File: src/rtl/neuron_forward_1.sv
// neuron_forward_1: serial forward-pass neuron.
// Accumulates activation*weight products plus a shifted bias, then applies a
// piecewise-linear sigmoid and presents the axon on a valid/ready output.
// Optional build macro NEURON_FWD_SAT_EN: saturate the shifted sum to W bits
// before the sigmoid (otherwise the low W bits are taken, i.e. wrap).
//
// state | meaning
// IDLE  | waiting for the first beat; loads bias and first product
// ACCUM | accumulating further beats until last or N_MAX beats
// ACT   | one cycle: shift, reduce to W bits, sigmoid into axon
// OUT   | axon presented with out_valid until the handshake
module neuron_forward_1 #(
   parameter int W     = 16,
   parameter int FRAC  = 12,
   parameter int N_MAX = 64
) (
   input  logic         clk,
   input  logic         rst_n,
   input  logic         nf1_in_valid,
   output logic         nf1_in_ready,
   input  logic         nf1_in_last,
   input  logic [W-1:0] nf1_previous,
   input  logic [W-1:0] nf1_weight,
   input  logic [W-1:0] nf1_bias,
   output logic         nf1_out_valid,
   input  logic         nf1_out_ready,
   output logic [W-1:0] nf1_axon,
   output logic         nf1_len_err
);

   localparam int ACC_W = 2*W + $clog2(N_MAX);
   localparam int CW    = $clog2(N_MAX + 1);
   localparam logic [CW-1:0] CNT_MAX = CW'(N_MAX);

   localparam logic signed [ACC_W-1:0] S_MAX = ACC_W'(2**(W-1) - 1);
   localparam logic signed [ACC_W-1:0] S_MIN = -S_MAX - ACC_W'(1);
   localparam logic [W-1:0] X_MIN = {1'b1, {(W-1){1'b0}}};
   localparam logic [W-1:0] A_MAX = {1'b0, {(W-1){1'b1}}};

   // Sigmoid breakpoints and offsets in Q.FRAC
   localparam logic [W-1:0] ONE   = W'(1 << FRAC);
   localparam logic [W-1:0] T_HI  = W'(5 << FRAC);
   localparam logic [W-1:0] T_MID = W'((19 << FRAC) >> 3);
   localparam logic [W-1:0] C_HI  = W'((27 << FRAC) >> 5);
   localparam logic [W-1:0] C_MID = W'((5 << FRAC) >> 3);
   localparam logic [W-1:0] C_LO  = W'(1 << (FRAC - 1));

   typedef enum logic [1:0] {IDLE, ACCUM, ACT, OUT} state_t;

   state_t                   state, state_nx;
   logic signed [ACC_W-1:0]  acc, acc_nx;
   logic [CW-1:0]            count, count_nx;
   logic                     len_err_nx;
   logic                     accept;

   logic signed [2*W-1:0]    prev_x, wt_x, prod;
   logic signed [ACC_W-1:0]  prod_x, bias_x, sum;
   logic [W-1:0]             x, a, f, axon_nx;

   assign accept = nf1_in_valid && nf1_in_ready;
   assign prev_x = {{W{nf1_previous[W-1]}}, nf1_previous};
   assign wt_x   = {{W{nf1_weight[W-1]}}, nf1_weight};
   assign prod   = prev_x * wt_x;
   assign prod_x = {{(ACC_W-2*W){prod[2*W-1]}}, prod};
   assign bias_x = {{(ACC_W-W){nf1_bias[W-1]}}, nf1_bias} <<< FRAC;
   assign sum    = acc >>> FRAC;

   // Next-state, accumulator and length-limit decode
   always_comb begin
      state_nx   = state;
      acc_nx     = acc;
      count_nx   = count;
      len_err_nx = 1'b0;
      case (state)
         IDLE, ACCUM: begin
            if (accept) begin
               acc_nx   = (state == IDLE) ? bias_x + prod_x : acc + prod_x;
               count_nx = (state == IDLE) ? CW'(1) : count + CW'(1);
               if (nf1_in_last || count_nx == CNT_MAX) begin
                  state_nx   = ACT;
                  len_err_nx = !nf1_in_last;
               end else begin
                  state_nx = ACCUM;
               end
            end
         end
         ACT:     state_nx = OUT;
         OUT:     if (nf1_out_ready) state_nx = IDLE;
         default: state_nx = IDLE;
      endcase
   end

   // Reduce shifted sum to W bits and evaluate the PLAN sigmoid
   always_comb begin
`ifdef NEURON_FWD_SAT_EN
      if (sum > S_MAX)      x = A_MAX;
      else if (sum < S_MIN) x = X_MIN;
      else                  x = sum[W-1:0];
`else
      x = sum[W-1:0];
`endif
      if (x == X_MIN)       a = A_MAX;
      else if (x[W-1])      a = ~x + W'(1);
      else                  a = x;
      if (a >= T_HI)        f = ONE;
      else if (a >= T_MID)  f = (a >> 5) + C_HI;
      else if (a >= ONE)    f = (a >> 3) + C_MID;
      else                  f = (a >> 2) + C_LO;
      axon_nx = x[W-1] ? ONE - f : f;
   end

   // State, datapath and registered outputs; in_ready follows next state only
   always_ff @(posedge clk or negedge rst_n) begin
      if (!rst_n) begin
         state         <= IDLE;
         acc           <= '0;
         count         <= '0;
         nf1_in_ready  <= 1'b0;
         nf1_out_valid <= 1'b0;
         nf1_len_err   <= 1'b0;
         nf1_axon      <= '0;
      end else begin
         state         <= state_nx;
         acc           <= acc_nx;
         count         <= count_nx;
         nf1_in_ready  <= (state_nx == IDLE) || (state_nx == ACCUM);
         nf1_out_valid <= (state_nx == OUT);
         nf1_len_err   <= len_err_nx;
         if (state == ACT) nf1_axon <= axon_nx;
      end
   end

endmodule

File: config.mk
export PLATFORM = sky130hd
export DESIGN_NAME = neuron_forward_1
export DESIGN_NICKNAME = d
export VERILOG_FILES = /design/src/rtl/neuron_forward_1.sv
export SDC_FILE = /design/constraint.sdc
export NUM_CORES = 1
export LEC_CHECK = 0
export CAP_MARGIN = 20
export CORE_MARGIN = 1
export CORE_UTILIZATION = 45
export CTS_BUF_LIST = sky130_fd_sc_hd__clkbuf_8
export CTS_CLUSTER_SIZE = 28
export DETAILED_ROUTE_END_ITERATION = 8
export SETUP_SLACK_MARGIN = 0.2
export SYNTH_ARGS = -nofsm -noshare
export SYNTH_HDL_FRONTEND = slang
export SYNTH_SLANG_ARGS = --single-unit
File: constraint.sdc
create_clock -name clk -period 11.6 [get_ports clk]
set_input_delay 2.32 -clock clk [delete_from_list [all_inputs] [get_ports clk]]
set_output_delay 2.32 -clock clk [all_outputs]
set_load 0.02 [all_outputs]
==> flow_summary.yaml <==
status:
  outcome: "finished, final reports clean"
route:
  post-route-drc-count: 0
  detailedRoute.firstPassIterationCount: 5
  drt-wirelength-per-cell_um: 16.3
  postRouteWirelength_um: 37000
  detailedRoute.firstIterationViolations: 604
  dr_total_vias: 12000
  drt.antenna.violating_nets: 0
  vias_per_cell: 5.29
place:
  place_area_um2: 16100
  gp_congestion: 0.913
  place.detailed.instances: 2264
  port_buffers: 71
  dp_hpwl_um: 30500
final_layout:
  layout.cells.most_common_list: "327 x inv_1, 231 x fa_1, 207 x nand2_1"
  stdcell_area_um2: 16200
  final_net_count: 2244
  antenna_cells: 0
  layout_commonest_cell: "inv_1"
  drive_gt1_frac: 0.0301
  syn2layout_area_growth_pct: 8.06
  final-instance-count-excl-fill: 2272
critical_path:
  timing.critical_path.from_type: "primary input"
  endpoint_kind: "flip-flop"
  cp_slowest_cell: "clkdlybuf4s50_1"
  critPathMostFrequentCell: "fa_1"
  critical_path.max_stage_delay_ns: 0.71
  cp.arrival_ns: 10.64
  cp.required_ns: 11.79
  setup.worst_path.class: "primary input to flip-flop"
  timing.critical_path.fanout_max: 16
run:
  maxCapViolCount: 0
timing:
  final_period_minus_worst_setup_slack_ns: 10.45
  fin_hold_ws_ns: 0.491
  max_freq_ghz: 0.0957
  hold_viol_final: 0
  timing.final.crit_share: 0.901
  setup_viol_count_final: 0
  rsz0062_at_grt: "no"
  final_count_of_pins_violating_max_slew: 0
  setup_total_negative_slack_ns: 0
  slew_headroom: 0.357
  tightest_slew_ns: 0.953
  clock_skew_ns: 0.0107
clock_tree:
  post_cts_buffers: 0
  clkSinkCount: 56
  clock_tree.htree_level_count: 2
  cts_inserted_buffers: 5
  tritoncts: "yes"
  clk_latency_ns: 0.34
  cts-resized-gates: 0
  clkSlewWorstSetupHoldPaths_ns: 0.12
  cts.hold.buffers_added: 0
  clk_root_buffer_cell: "clkbuf_8"
  cts-root-to-sink-buffers: 2
yosys:
  mappedNetlistArea_um2: 15000
  syn_area_per_cell_um2: 8.32
  yosys.cell_types.count: 80
  postSynth.asyncResetShare: 1.00
  synth-edff-count: 0
  synth_sequential_area_ratio: 0.0934
  ys_warn_count: 0
  ys_seq_elements: 56
  syn-num-nets: 2218
  syn-instance-count: 1803
  synth_top_flop_cell: "dfrtp_1"
die:
  die_w_um: 185
  chipHeight_um: 185
  fp-row-count: 66
  floorplan.initialDensity: 0.459
  ios: 72
  die_area_um2: 34100
  fp.coreArea_um2: 32700
global_routing:
  global_route_wire_length_before_repair_um: 61300
  groute.usage.overall: 0.226
  grt_antenna_before_repair: 0
  grt_pass1_vias: 12100
  maximum_number_of_pins_on_one_net_before_global_route_repair: 57
  global_route.overflow_total: 0
hold_path:
  hold_class: "flip-flop to flip-flop"
-- worst paths after layout --
kind,from,endpoint,slack [ns],depth (start not counted)
worst max register to register,acc[27],nf1_axon[12],6.38,20
worst min register to register,nf1_axon[11],nf1_axon[11],0.49,2
max in group asynchronous,rst_n,acc[0],8.94,2
worst min-delay path,nf1_axon[11],nf1_axon[11],0.49,2
min in group asynchronous,rst_n,nf1_axon[10],2.13,2
worst max-delay path,nf1_previous[5],acc[26],1.15,29
-- flip-flops by register name, indices dropped and copies added (netlist names) --
signal / flops
acc: 28
nf1_axon: 16
count: 7
state: 2
nf1_in_ready: 1
nf1_len_err: 1
nf1_out_valid: 1
-- layer usage --
layer / track usage / vias to the layer above / part of all wire
li1: - / 5839 / -
met1: 0.312 / 5874 / 0.47
met2: 0.389 / 278 / 0.47
met3: 0.0152 / 30 / 0.037
met4: 0.0486 / 0 / 0.014
met5: 0 / - / 0
-- logic make-up after synthesis --
group,Yosys count,synth area share
simple gates,567,0.186
buf+inv,394,0.100
fa+ha+maj,362,0.417
compound gates,317,0.139
xor+xnor,99,0.0578
flops,56,0.0934
mux,8,0.00550
-- synth_stat cells (9+ instances only) --
master / instances / area share
o21bai_1: 10 / 0.0050
and3_1: 11 / 0.0046
xor2_1: 28 / 0.016
a211oi_1: 10 / 0.0050
and2_1: 126 / 0.053
o211ai_1: 15 / 0.0075
ha_1: 131 / 0.11
nor2_1: 94 / 0.024
o21a_1: 12 / 0.0060
a21oi_1: 69 / 0.023
nand3_1: 26 / 0.0087
o31ai_1: 10 / 0.0050
xnor2_1: 71 / 0.041
a21o_1: 12 / 0.0060
dfrtp_1: 56 / 0.093
o21ai_1: 16 / 0.0053
o21ai_0: 88 / 0.029
nand4_1: 9 / 0.0038
nand2b_1: 15 / 0.0063
inv_1: 327 / 0.082
a31oi_1: 12 / 0.0050
nor3_1: 24 / 0.0080
fa_1: 231 / 0.31
clkbuf_1: 56 / 0.014
or3_1: 12 / 0.0050
nand2_1: 207 / 0.052
nor2b_1: 12 / 0.0050
-- layout make-up --
cell class,instances,area (um^2)
Clock buffer,5,68.8
Inverter,327,1230
Sequential cell,56,1400
Fill cell,3230,16500
Timing Repair Buffer,86,818
Clock inverter,3,47.5
Multi-Input combinational cell,1353,12100
Tap cell,442,553
-- critical path, delay by kind of cell --
family / cells / cell delay [ns]
adder cells (fa/ha/maj): 9 / 4.08
AO/OA/AOI/OAI: 10 / 2.37
AND/OR/NAND/NOR: 3 / 0.56
buffers and inverters: 5 / 0.91
XOR/XNOR: 2 / 0.37
-- per-stage QoR --
stage,setup WS [ns],util
floorplan,2.05,-
global placement,0.928,0.492
detailed placement,0.748,0.492
CTS,1.12,0.496
global route,0.609,0.496
finish,1.15,0.496
Power is left out: the tool's default activity adds up to more than one toggle a clock period on the data nets, which glitch-free logic cannot reach.
